### src/rtl/fir_pkg.sv
// Shared FIR datapath definitions: Q4.12 sample type, limits and saturating gain.
package fir_pkg;

  localparam int DATA_W = 16;
  localparam int Q_FRAC = 12;

  typedef logic signed [DATA_W-1:0] sample_t;

  localparam sample_t SAMPLE_MAX = {1'b0, {(DATA_W-1){1'b1}}};
  localparam sample_t SAMPLE_MIN = {1'b1, {(DATA_W-1){1'b0}}};

  // Left-shift by 0..3 using three guard bits, then clamp to the sample range.
  function automatic sample_t sat_shl(input sample_t x, input logic [1:0] sh);
    logic signed [DATA_W+2:0] p;
    logic signed [DATA_W+2:0] p_max;
    logic signed [DATA_W+2:0] p_min;
    p_max = {3'b000, SAMPLE_MAX};
    p_min = {3'b111, SAMPLE_MIN};
    p     = {{3{x[DATA_W-1]}}, x};
    p     = p <<< sh;
    if (p > p_max)      sat_shl = SAMPLE_MAX;
    else if (p < p_min) sat_shl = SAMPLE_MIN;
    else                sat_shl = p[DATA_W-1:0];
  endfunction

endpackage

### src/rtl/sync_fifo_fwft.sv
// Synchronous first-word-fall-through FIFO; head entry is always on o_rdata.
module sync_fifo_fwft #(
  parameter int DW    = 16,
  parameter int DEPTH = 8
) (
  input  logic                     i_clk,
  input  logic                     i_rst_n,
  input  logic                     i_wr,
  input  logic [DW-1:0]            i_wdata,
  input  logic                     i_rd,
  output logic [DW-1:0]            o_rdata,
  output logic                     o_full,
  output logic                     o_empty,
  output logic [$clog2(DEPTH):0]   o_level
);
  localparam int AW = $clog2(DEPTH);

  logic [DW-1:0] r_mem [DEPTH];
  logic [AW:0]   r_wptr;
  logic [AW:0]   r_rptr;
  logic [AW:0]   w_level;
  logic          w_do_rd;
  logic          w_do_wr;

  // Extra pointer bit makes the difference a true occupancy 0..DEPTH.
  assign w_level = r_wptr - r_rptr;
  assign o_full  = (w_level == (AW+1)'(DEPTH));
  assign o_empty = (w_level == '0);
  assign o_level = w_level;
  assign o_rdata = r_mem[r_rptr[AW-1:0]];

  // A write into a full FIFO is allowed when the head leaves the same cycle.
  assign w_do_rd = i_rd && !o_empty;
  assign w_do_wr = i_wr && (!o_full || w_do_rd);

  // Pointer update.
  always_ff @(posedge i_clk or negedge i_rst_n) begin
    if (!i_rst_n) begin
      r_wptr <= '0;
      r_rptr <= '0;
    end else begin
      if (w_do_wr) r_wptr <= r_wptr + 1'b1;
      if (w_do_rd) r_rptr <= r_rptr + 1'b1;
    end
  end

  // Storage; cleared on reset so the output reads 0 until the first write.
  always_ff @(posedge i_clk or negedge i_rst_n) begin
    if (!i_rst_n) begin
      for (int i = 0; i < DEPTH; i++) r_mem[i] <= '0;
    end else if (w_do_wr) begin
      r_mem[r_wptr[AW-1:0]] <= i_wdata;
    end
  end

endmodule

### src/rtl/fir_decim_out_buffer.sv
// FIR output stage: warm-up discard, decimation, saturating gain, FWFT buffer.
// DATA_W must match fir_pkg::DATA_W since the gain works on sample_t.
module fir_decim_out_buffer #(
  parameter int DATA_W     = 16,
  parameter int DECIM      = 4,
  parameter int WARMUP     = 8,
  parameter int FIFO_DEPTH = 8,
  parameter int CNT_W      = 8
) (
  input  logic                          clk,
  input  logic                          rst,
  input  logic [DATA_W-1:0]             y_in,
  input  logic                          en,
  input  logic [1:0]                    shift,
  output logic [DATA_W-1:0]             m_data,
  output logic                          m_valid,
  input  logic                          m_ready,
  output logic [$clog2(FIFO_DEPTH):0]   fifo_level,
  output logic [CNT_W-1:0]              overflow_cnt
);
  import fir_pkg::*;

  localparam logic [0:0] ST_WARMUP = 1'b0;
  localparam logic [0:0] ST_RUN    = 1'b1;
  localparam logic [0:0] ST_RST    = (WARMUP == 0) ? ST_RUN : ST_WARMUP;

  localparam int WC_W = (WARMUP > 1) ? $clog2(WARMUP) : 1;
  localparam int PH_W = (DECIM  > 1) ? $clog2(DECIM)  : 1;
  localparam logic [WC_W-1:0] WC_LAST = WC_W'((WARMUP > 0) ? WARMUP - 1 : 0);
  localparam logic [PH_W-1:0] PH_LAST = PH_W'(DECIM - 1);

  logic [0:0]       r_state;
  logic [WC_W-1:0]  r_wcnt;
  logic [PH_W-1:0]  r_phase;
  logic [CNT_W-1:0] r_ovf;

  logic             w_keep;
  logic             w_pop;
  logic             w_full;
  logic             w_empty;
  sample_t          w_gain;

  // Warm-up discard, then count enabled samples modulo DECIM.
  always_ff @(posedge clk or negedge rst) begin
    if (!rst) begin
      r_state <= ST_RST;
      r_wcnt  <= '0;
      r_phase <= '0;
    end else begin
      case (r_state)
        ST_WARMUP: begin
          if (en) begin
            if (r_wcnt == WC_LAST) begin
              r_state <= ST_RUN;
              r_phase <= '0;
            end else begin
              r_wcnt <= r_wcnt + 1'b1;
            end
          end
        end
        ST_RUN: begin
          if (en) r_phase <= (r_phase == PH_LAST) ? '0 : r_phase + 1'b1;
        end
        default: r_state <= ST_RST;
      endcase
    end
  end

  assign w_keep = (r_state == ST_RUN) && en && (r_phase == '0);
  assign w_gain = sat_shl(sample_t'(y_in), shift);
  assign w_pop  = m_valid && m_ready;

  // Saturating count of kept samples lost to a full, non-draining FIFO.
  always_ff @(posedge clk or negedge rst) begin
    if (!rst) begin
      r_ovf <= '0;
    end else if (w_keep && w_full && !w_pop && (r_ovf != '1)) begin
      r_ovf <= r_ovf + 1'b1;
    end
  end

  sync_fifo_fwft #(
    .DW    (DATA_W),
    .DEPTH (FIFO_DEPTH)
  ) u_fifo (
    .i_clk   (clk),
    .i_rst_n (rst),
    .i_wr    (w_keep),
    .i_wdata (w_gain),
    .i_rd    (m_ready),
    .o_rdata (m_data),
    .o_full  (w_full),
    .o_empty (w_empty),
    .o_level (fifo_level)
  );

  assign m_valid      = !w_empty;
  assign overflow_cnt = r_ovf;

endmodule

### config.mk
export PLATFORM = sky130hd
export DESIGN_NAME = fir_decim_out_buffer
export DESIGN_NICKNAME = d
export VERILOG_FILES = /design/src/rtl/fir_pkg.sv /design/src/rtl/sync_fifo_fwft.sv /design/src/rtl/fir_decim_out_buffer.sv
export SDC_FILE = /design/constraint.sdc
export NUM_CORES = 1
export LEC_CHECK = 0
export ABC_AREA = 0
export BUFFER_PORTS_ARGS = -buffer_cell sky130_fd_sc_hd__buf_2
export CAP_MARGIN = 20
export CORE_ASPECT_RATIO = 1.5
export CORE_UTILIZATION = 66
export DETAILED_ROUTE_END_ITERATION = 10
export PLACE_DENSITY = 0.86
export REMOVE_ABC_BUFFERS = 1
export SLEW_MARGIN = 20
export SYNTH_ARGS = -nofsm -noshare
export SYNTH_HDL_FRONTEND = slang
export SYNTH_HIERARCHICAL = 1
export SYNTH_SLANG_ARGS = --single-unit
### constraint.sdc
create_clock -name clk -period 5.4 [get_ports clk]
set_input_delay 0 -clock clk [delete_from_list [all_inputs] [get_ports clk]]
set_output_delay 0 -clock clk [all_outputs]
set_load 0.1 [all_outputs]
# Yosys cells after proc, flatten, opt, wreduce, memory -nomap -nowiden
# Cells that the tools add are included.
op_classes:
  add_sub_neg: 6
  multipliers: 0
  n_div: 0
  magnitude_cmp: 5
  n_eq_ne: 7
  shifts: 1
  mux: 16
  n_bitwise: 4
  n_reduce_logical: 16
op_table:
  columns: ["operator", "count"]
  rows:
  - ["$bwmux W128", 1]
  - ["$mux W16", 5]
  - ["$bmux W16 S3", 1]
  - ["$demux W16 S3", 1]
  - ["$gt A19 B16 Y1 const B", 1]
  - ["$lt A19 B16 Y1 const B", 1]
  - ["$sshl A16 B2 Y19", 1]
  - ["$add A4 B1 Y4 const B", 2]
  - ["$add A8 B1 Y8 const B", 1]
  - ["$ge A4 B4 Y1 const B", 2]
  - ["$logic_and A1 B1 Y1", 8]
  - ["$mux W2", 4]
  - ["$ne A8 B8 Y1 const B", 1]
  - ["$not A3 Y4", 2]
  - ["$ne A2 B2 Y1 const B", 3]
  - ["$reduce_and A3 Y1", 2]
  - ["$eq A4 B4 Y1 const B", 1]
  - ["$logic_not A4 Y1", 1]
  - ["$lt A4 B1 Y1 const B", 1]
  - ["$pmux W2 S2", 1]
  - ["$sub A4 B4 Y4", 1]
  - ["$add A3 B1 Y3 const B", 1]
  - ["$eq A3 B3 Y1 const B", 1]
  - ["$logic_not A1 Y1", 3]
  - ["6 further kinds", 9]
totals:
  register_bits: 150
  latchBits: 0
  mem_bits_rw: 0
  rom_bits: 0
  in_bits: 22
  out_inout_bits: 29
  elab_cells: 69
  memories: 0

# Longest topological paths before layout
# Gate-level depths: netlist (run 1).
logic_depth:
  ltp_word: 7
  mapped_depth: 12
  depth_no_buf: 12

# Cells and area by module
# Netlist (run 1), hierarchy kept.
by_module_without_submodules:
  columns: ["mod", "n_inst", "cells_each", "area_per_inst_um2", "seq_area_each_um2"]
  rows:
  - ["sync_fifo_fwft", 1, 417, 6692.7, 3403.3]
  - ["fir_decim_out_buffer", 1, 139, 1206.2, 350.3]

# Least setup slack after synthesis (run 1)
# No wires, ideal clock.
synth_path:
  path_kind: "register -> register"
  startpoint: "register u_fifo.r_rptr[1]"
  endpoint: "register u_fifo/r_mem[37] in the netlist's numbering"
  setup_ns: 0.125
  arrival_time_ns: 4.331
  required_ns: 5.275
  slack_ns: 0.944
  path_stages_with_launch: 11
  n_path_buf: 3
  synth_period_minus_slack_ns: 4.456
  path_cell_list: "dfrtp_1 > clkbuf_1 > clkbuf_1 > inv_1 > fa_1 > xor2_1 > or3_4 > nor4_4 > nor4b_4 > buf_6 > mux2_4"
synth_via:
  elab_chain_cells: 6
  elab_cells_between_ends: 8
  cone_classes: "1 x add/sub; 1 x eq/ne; 6 x reduce/logical"
synth_lines:
  columns: ["item", "line", "source"]
  rows:
  - ["start: declaration", "sync_fifo_fwft.sv:20", "logic [AW:0] r_rptr;"]
  - ["start signal: assignment", "sync_fifo_fwft.sv:43", "if (w_do_rd) r_rptr <= r_rptr + 1'b1;"]
  - ["$sub A4 B4 Y4 (*)", "sync_fifo_fwft.sv:26", "assign w_level = r_wptr - r_rptr;"]
  - ["named net fifo_level[2]", "fir_decim_out_buffer.sv:18", "output logic [$clog2(FIFO_DEPTH):0] fifo_level,"]
  - ["$logic_not A4 Y1", "sync_fifo_fwft.sv:28", "assign o_empty = (w_level == '0);"]
  - ["$logic_not A1 Y1", "sync_fifo_fwft.sv:33", "assign w_do_rd = i_rd && !o_empty;"]
  - ["$logic_and A1 B1 Y1", "sync_fifo_fwft.sv:33", null]
  - ["$logic_or A1 B1 Y1 (*)", "sync_fifo_fwft.sv:34", "assign w_do_wr = i_wr && (!o_full || w_do_rd);"]
  - ["$logic_and A1 B1 Y1 (*)", "sync_fifo_fwft.sv:34", null]
  - ["end signal: indexed assignment", "sync_fifo_fwft.sv:52", "r_mem[r_wptr[AW-1:0]] <= i_wdata;"]
  - ["end: declaration", "sync_fifo_fwft.sv:18", "logic [DW-1:0] r_mem [DEPTH];"]
# The timed path passes the listed nets; every way through them passes the cells marked *.
# A chain may end at the register's enable or synchronous reset.

# Worst setup path in the final report (run 1)
layout_path:
  startpoint: "register u_fifo.r_rptr[2]"
  endpoint: "register u_fifo/r_mem[67] in the netlist's numbering"
layout_via:
  elab_chain_cells: 6
  elab_cells_between_ends: 8
  cone_classes: "1 x add/sub; 1 x eq/ne; 6 x reduce/logical"
layout_lines:
  columns: ["item", "line"]
  rows:
  - ["$sub A4 B4 Y4 (*)", "sync_fifo_fwft.sv:26"]
  - ["$logic_not A4 Y1", "sync_fifo_fwft.sv:28"]
  - ["$logic_not A1 Y1", "sync_fifo_fwft.sv:33"]
  - ["$logic_and A1 B1 Y1", "sync_fifo_fwft.sv:33"]
  - ["$logic_or A1 B1 Y1 (*)", "sync_fifo_fwft.sv:34"]
  - ["$logic_and A1 B1 Y1 (*)", "sync_fifo_fwft.sv:34"]
# Mark *: on every way between the ends. The rest lies on a longest branch, timed or not.

==> results by stage, run 1 <==
Outcome:
- The run finished with clean final reports.

Global route:
- The via count of the first global-routing pass is around 5100.
- The total track usage is a little under a third.
- The total congestion overflow after global routing is 0.
- The number of antenna violations at the first check in global routing is 0.
- The first global-routing pass estimated about 28000 um of wire.
- Entering global routing, the biggest net connects 78 pins.

Cells and area:
- Of the cells placed in the final design, the portion with a size suffix greater than 1 is 46.0%.
- Counting the fill cells in the layout gives 662.
- In the final layout, the multi-input gates occupy ~0.0039 mm^2.
- The post-layout instance area is 0.00887 mm^2.
- The final antenna diode count is 0.
- In the final layout, flip-flops and latches occupy roughly 0.0038 mm^2.
- Compared with the post-synthesis result, the final layout area differs by 12.3%.
- The layout net count is 640.
- The core utilization of the finished layout is between 70 and 80%.

Worst setup path:
- In this design, the stage delay of the slowest critical-path cell is between 0.9 and 1 ns.
- By startpoint and endpoint, the worst setup path is classified as reg2reg.
- Data on the critical path arrives at its endpoint at roughly 4.0 ns.
- The startpoint type of the worst setup path is a flop.
- The biggest fanout along the worst timing path is 19.
- On the critical path the largest part of the delay comes from simple AND/OR/NAND/NOR gates.
- On the critical path, the stage with the largest delay is an instance of sky130_fd_sc_hd__dfrtp_1.
- The required time of the critical path is approximately 5.7 ns.
- The critical path goes through clkinv_1 -> ha_1 -> a21oi_1 -> and3_2 -> nor4_4 -> nor4b_4 -> buf_4 -> mux2_2.
- Together, buffers and inverters on the worst path number 2.
- The critical path capture point type is a flop.

Clock network:
- The clock net sink count is 150.
- The CTS H-tree depth is 4.
- The number of buffers created by CTS is 17.
- The CTS root buffer is sky130_fd_sc_hd__clkbuf_16.
- At the later pin of the worst-skew pair, clock insertion delay measures around 0.42 ns.
- The number of buffers on the longest clock path is 2.
- The post-cts repair resize count is 0.
- TritonCTS built the clock tree.
- Clock-pin slew was measured on the worst setup and hold paths at approximately 0.06 ns.

STA:
- Setup violations remaining at the end of the flow were counted as 0.
- The final count of pins violating max slew was 0.
- The clock period could shrink to between 3 and 4 ns.
- The headroom to the max-slew limit is 25.1%.
- The pin slew with the least headroom to its limit is 1.11 ns.
- Setup repair after global routing left no endpoint under its margin.
- Between clock sinks in the finished design, the worst skew comes to 0.00805 ns.
- For this run, the top clock speed supported by timing is approximately 0.27 GHz.
- The number of failing hold endpoints at the final stage is 0.
- Dividing the final minimum period by the clock period gives between 60 and 70%.

Synthesis:
- The average instance in the mapped netlist occupies between 10 and 15 um^2.
- For this run, the leading register cell type out of synthesis is sky130_fd_sc_hd__dfrtp_1.
- The number of distinct library cell variants in the gate-level netlist after synthesis is around 60.
- After synthesis, the share of flip-flops with an asynchronous set or reset is 100%.
- The netlist area before placement is 0.00790 mm^2.
- The fraction of the yosys area taken by sequential cells is between 40% and 50%.
- The count of flip-flops with a built-in enable after synthesis is 0.
- After synthesis the netlist holds a flip-flop and latch count of 150.
- The cell count after synthesis came out at about 560.
- The warning count from the yosys run is 6.

Drt:
- The average wire per cell in the routed design is between 20 and 25 um.
- For this block, the initial DRC count from the detailed router was about 420.
- The number of nets with antenna violations after detailed routing is 0.
- Summing over every cut layer, the via total after detailed routing is just under 5000.
- Detailed routing placed a total of between 9000 and 10000 um of wire on met2.
- For this block, the routed nets add up to about 17000 um of wire.
- In the routed design, unresolved DRC markers number 0.
- The wire length on met3 is between 900 and 1000 um.
- The routed length on met1 is ~7000 um.
- Using the TritonRoute via totals, the vias-per-cell ratio works out to around 6.4.
- Signal routing reaches up to met4.
- The first detailed-routing pass took 7 iterations.

Floorplanning:
- The number of I/O pins is between 50 and 60.
- The floorplan step defined a die boundary enclosing roughly 0.012 mm^2.
- The effective utilization at floorplan is between 60% and 70%.
- In this run the horizontal extent of the chip is 91.3 um.
- The floorplan has 48 rows.
- The height of the die is 136 um.
- The floorplan step defined a core boundary enclosing roughly 0.012 mm^2.

Placement:
- The congestion estimate from routability-driven global placement came to approximately 0.85.
- The number of input and output port buffers inserted is 50.
- The post-DP HPWL is between 10000 and 15000 um.
- In this run the cell area measured after placement is ~0.008 mm^2.

Min path:
- The path type of the worst min-delay path is in2async.

Job:
- The tool flagged a number of max-cap violations equal to 0.
==> final cells by class <==
type,count,share of cell area (%)
tap,150,2.12
clock buffer,21,5.19
inverter,13,0.550
sequential,150,42.3
timing repair buffer,62,4.25
multi-input combinational,363,43.6
clock inverter,11,1.93
==> path summary, 6_finish.rpt <==
kind | start | end | slack (ns) | cells past startpoint
min in group clk | y_in[0] | u_fifo/r_mem[112] | 0.21 | 4
setup / recovery | u_fifo/r_rptr[2] | u_fifo/r_mem[67] | 1.66 | 8
hold reg to reg | u_fifo/r_wptr[3] | u_fifo/r_wptr[3] | 0.49 | 1
setup reg to reg | u_fifo/r_rptr[2] | u_fifo/r_mem[67] | 1.66 | 8
hold / removal | rst | u_fifo/r_mem[126] | 0.17 | 2
max in group asynchronous | rst | u_fifo/r_mem[55] | 3.83 | 3
==> layout by cell type, fill, tap and decap left out, types with 3 or more instances in the layout <==
cell / instances
sky130_fd_sc_hd__inv_1: 12
sky130_fd_sc_hd__xnor2_1: 6
sky130_fd_sc_hd__nand3_1: 5
sky130_fd_sc_hd__buf_2: 49
sky130_fd_sc_hd__dfrtp_1: 149
sky130_fd_sc_hd__dlygate4sd3_1: 4
sky130_fd_sc_hd__mux4_2: 32
sky130_fd_sc_hd__mux2_2: 72
sky130_fd_sc_hd__ha_1: 10
sky130_fd_sc_hd__clkbuf_16: 17
sky130_fd_sc_hd__mux2_4: 70
sky130_fd_sc_hd__bufinv_16: 4
sky130_fd_sc_hd__mux2i_1: 9
sky130_fd_sc_hd__buf_4: 7
sky130_fd_sc_hd__a31oi_1: 3
sky130_fd_sc_hd__xor2_1: 4
sky130_fd_sc_hd__o21ai_0: 17
sky130_fd_sc_hd__nand2_1: 65
sky130_fd_sc_hd__nor2_1: 9
sky130_fd_sc_hd__a21oi_1: 13
sky130_fd_sc_hd__nor2b_1: 3
sky130_fd_sc_hd__nand2b_1: 3
==> flip-flops by register name, indices dropped and copies added, names as in the netlist <==
signal and cells:
r_state 1, overflow_cnt 8, r_wcnt 3, u_fifo/r_mem 128, r_phase 2, u_fifo/r_rptr 4
u_fifo/r_wptr 4
==> synth_stat cells (4+ instances only) <==
library cell | n | area, um^2
sky130_fd_sc_hd__buf_2 | 5 | 25.0
sky130_fd_sc_hd__ha_1 | 10 | 125
sky130_fd_sc_hd__clkbuf_1 | 11 | 41.3
sky130_fd_sc_hd__buf_6 | 7 | 78.8
sky130_fd_sc_hd__nand2_1 | 65 | 244
sky130_fd_sc_hd__mux2_4 | 70 | 1050
sky130_fd_sc_hd__mux2i_1 | 9 | 90.1
sky130_fd_sc_hd__dfrtp_1 | 150 | 3750
sky130_fd_sc_hd__mux4_2 | 32 | 721
sky130_fd_sc_hd__a21oi_1 | 13 | 65.1
sky130_fd_sc_hd__xnor2_1 | 6 | 52.6
sky130_fd_sc_hd__o21ai_0 | 17 | 85.1
sky130_fd_sc_hd__nand3_1 | 5 | 25.0
sky130_fd_sc_hd__mux2_2 | 72 | 811
sky130_fd_sc_hd__nor2_1 | 9 | 33.8
sky130_fd_sc_hd__xor2_1 | 4 | 35.0
sky130_fd_sc_hd__inv_1 | 12 | 45.0
==> routing by layer <==
layer	track usage, %	vias to the layer above
met1	39.6	2599
li1	-	2116
met5	0	-
met4	11.7	0
met2	50.9	194
met3	5.59	35
==> cells by family after synthesis <==
kind of cell	share of synthesized area (%)
adder cells (fa/ha/maj)	1.84
AND/OR/NAND/NOR	8.87
XOR/XNOR	1.11
buffers and inverters	3.47
flip-flops	47.5
multiplexers	33.8
AO/OA/AOI/OAI	3.36
==> what timing repair did <==
item,4_1_cts,5_1_grt
endpoints found under the hold margin,87,0
buffers inserted,0,0
hold buffers,4,0
==> through the flow <==
stage | std cells | setup slack (ns) | setup TNS [ns] | hold WS (ns)
2_1_floorplan | 526 | -0.160 | -5.11 | -0.296
3_3_place_gp | 733 | 1.81 | 0 | 0.0491
3_5_place_dp | 734 | 1.71 | 0 | 0.0583
4_1_cts | 770 | 1.67 | 0 | 0.174
5_1_grt | 770 | 1.49 | 0 | 0.214
6_report | 770 | 1.66 | 0 | 0.167
Power of run 1 is not shown: default switching activity piles up to over one toggle a cycle in this logic, so the estimate is an artifact.
==> run 2, diff against run 1 <==
- CORE_UTILIZATION: 66 -> 55
- PLACE_DENSITY: 0.86 -> 0.76
- clock period: 5.4 -> 3.35 ns (I/O delays scaled with it)
==> run 2 against run 1 <==
First-iteration DRC count decreased by 36%. Non-clock buffer count is 5 higher. Routed wire length decreased by 0.25%. Via count decreased by 3.5%. Clock skew is 0.0024 ns lower. Sequential share of layout area is 0.14 points lower. Cell count up 6.1%. Critical path depth is 1 higher. Flip-flop and latch count unchanged. Maximum frequency is 22% higher. Die area increased by 20%. Critical path type unchanged.
==> results by stage, run 2 (synthesized netlist as in run 1, its figures left out) <==
Outcome:
- Run status: finished clean (unchanged).

STA:
- The setup skew after layout came to 0.00561 ns (was 0.00805 ns).
- The final count of pins violating max slew is 0 (unchanged).
- The number of failing hold endpoints at the final stage is 0 (unchanged).
- The minimum clock period after layout is 3.07 ns (was 3.74 ns).
- The accumulated negative setup slack came to 0 ns (unchanged).
- The share of the clock period used by the worst path is 91.8% (was 69.3%).
- Unrepaired setup endpoints after global routing: false (unchanged).
- The headroom to the max-slew limit was 23.2% (was 25.1%).
- The worst slack on hold paths is 0.211 ns (was 0.167 ns).
- The pin slew with the least headroom to its limit is 1.14 ns (was 1.11 ns).
- The maximum operating frequency came to 0.325 GHz (was 0.267 GHz).
- The number of endpoints failing setup at the final stage came to 0 (unchanged).

Job:
- The number of violations of the max-capacitance limit came to 0 (unchanged).

Drt:
- The aggregate routed wire length is 17300 um (about the same).
- The number of nets with antenna violations after detailed routing is 0 (unchanged).
- The detailed-route vias per instance was 5.84 (was 6.42).
- The routed length on met1 is 6810 um (was 7020 um).
- The total vias in the final route came to 4771 (was 4944).
- The wire length on met3 is 808 um (was 916 um).
- The average wire per cell in the routed design came to 21.2 um (was 22.5 um).
- The initial DRC count is 269 (was 421).
- The wire length on met2 is 9190 um (was 9070 um).
- The number of detailed-routing iterations run before antenna repair is 4 (was 7).
- The uppermost layer routed is met4 (unchanged).
- The residual DRC count was 0 (unchanged).

Clock network:
- The CTS H-tree depth is 4 (unchanged).
- The clock-pin slew on the worst setup and hold paths is 0.06 ns (about the same).
- The TritonCTS clock tree is done (unchanged).
- The clock latency on the worst-skew pair is 0.42 ns (about the same).
- The number of buffers created by CTS is 17 (unchanged).
- The number of buffers inserted by post-CTS setup repair is 0 (unchanged).
- The CTS root buffer was sky130_fd_sc_hd__clkbuf_16 (unchanged).
- The clock net sink count is 150 (unchanged).
- The number of buffers on the longest clock path is 2 (unchanged).

Global route:
- The total congestion overflow after global routing came to 0 (unchanged).
- The via count of the first global-routing pass was 5171 (was 5122).
- The total track usage is 25.4% (was 30.3%).
- The largest net degree at the start of global routing came to 104 (was 78).
- The number of antenna violations at the first check in global routing was 0 (unchanged).
- The global-route wire length before repair came to 27900 um (was 28000 um).

Floorplanning:
- The height of the die is 149 um (was 136 um).
- The number of I/O pins is 51 (unchanged).
- The horizontal die dimension is 99.9 um (was 91.3 um).
- The core outline area is 0.0140 mm^2 (was 0.0116 mm^2).
- The full die area is 0.0149 mm^2 (was 0.0124 mm^2).
- The effective utilization at floorplan is 56.5% (was 68.1%).
- The number of standard-cell rows in the floorplan is 53 (was 48).

Worst setup path:
- The cell with the largest stage delay on the worst path is sky130_fd_sc_hd__or4_4 (was sky130_fd_sc_hd__dfrtp_1).
- Ordered cell list for the critical path: inv_1 -> ha_1 -> inv_1 -> fa_1 -> xor2_1 -> or3_4 -> or4_4 -> nand4_4 -> mux2_2 (was clkinv_1 -> ha_1 -> a21oi_1 -> and3_2 -> nor4_4 -> nor4b_4 -> buf_4 -> mux2_2).
- The startpoint type of the worst setup path is a flop (unchanged).
- The biggest fanout along the worst timing path is 16 (was 19).
- The required time of the critical path is 3.65 ns (was 5.70 ns).
- The arrival time reported for the critical path endpoint is 3.37 ns (was 4.04 ns).
- The stage delay of the slowest cell on the critical path is 0.53 ns (was 0.92 ns).
- The most numerous cell on the critical path is sky130_fd_sc_hd__inv_1.
- The critical path capture point type is a flop (unchanged).
- The worst setup path category is reg2reg (unchanged).

Cells and area:
- The ratio of cells with drive above 1 in the final layout was 46.6% (was 46.0%).
- The layout overhead on the synthesized area is 12.7% (was 12.3%).
- Top library cells by usage in the layout, fill and taps aside: 149 x sky130_fd_sc_hd__dfrtp_1, 72 x sky130_fd_sc_hd__mux2_2, 70 x sky130_fd_sc_hd__mux2_4 (unchanged).
- The final antenna diode count is 0 (unchanged).
- The register with the highest flop count is u_fifo/r_mem (unchanged).
- The flip-flop count of the largest register, all copies and words added is 128 (unchanged).
- The most common cell after layout, fill and taps aside is sky130_fd_sc_hd__dfrtp_1 (unchanged).
- The layout net count came to 645 (was 640).

Placement:
- The number of input and output port buffers inserted was 50 (unchanged).
- The post-DP HPWL came to 10800 um (was 10700 um).
- The final weighted congestion in routability-driven placement is 0.786 (was 0.849).

Min path:
- The path type of the worst min-delay path is in2reg (was in2async).
==> run 2: metal layers <==
layer / track usage [%] / vias to the layer above
li1: - / 2126
met1: 31.2 / 2460
met2: 43.6 / 149
met3: 4.36 / 36
met4: 11.5 / 0
met5: 0 / -
==> run 2: timing repair <==
action / in CTS / in global routing
endpoints found under the hold margin: 116 / 0
hold buffers: 4 / 0
resized for setup: 0 / 0
endpoints found under the setup margin: 0 / 0
==> run 2: cell type report <==
class	count	area, um^2
Clock buffer	18	429
Fill cell	1044	5090
Multi-Input combinational cell	363	3870
Clock inverter	14	135
Inverter	13	48.8
Sequential cell	150	3750
Timing Repair Buffer	67	422
Tap cell	192	240
==> run 2: worst paths after layout <==
| path | startpoint | cells past startpoint | end | slack, ns |
|---|---|---|---|---|
| setup / recovery | u_fifo/r_wptr[0] | 9 | u_fifo/r_mem[31] | 0.28 |
| hold / removal | y_in[0] | 4 | u_fifo/r_mem[112] | 0.21 |
| setup reg to reg | u_fifo/r_wptr[0] | 9 | u_fifo/r_mem[31] | 0.28 |
| hold reg to reg | r_wcnt[0] | 1 | r_wcnt[0] | 0.48 |
| max in group asynchronous | rst | 3 | u_fifo/r_mem[65] | 2.26 |
| min in group asynchronous | rst | 2 | r_wcnt[2] | 0.25 |
==> run 2: worst max-delay path: cells and delay by family (launching register included) <==
kind	cells	cell delay, ns
buf+inv	2	0.14
mux	1	0.40
xor+xnor	1	0.16
flops	1	0.43
simple gates	3	1.30
fa+ha+maj	2	0.53
==> run 2: metrics by stage <==
stage	setup slack, ns	instances	area, um^2	utilization, %
floorplan	-2.21	526	7670	-
CTS	0.257	817	8900	63.6
finish	0.275	817	8900	63.6
detailed placement	0.295	781	8300	59.3
global placement	0.379	781	8300	59.3
global route	0.178	817	8900	63.6
Power of run 2 is left out for the same reason.
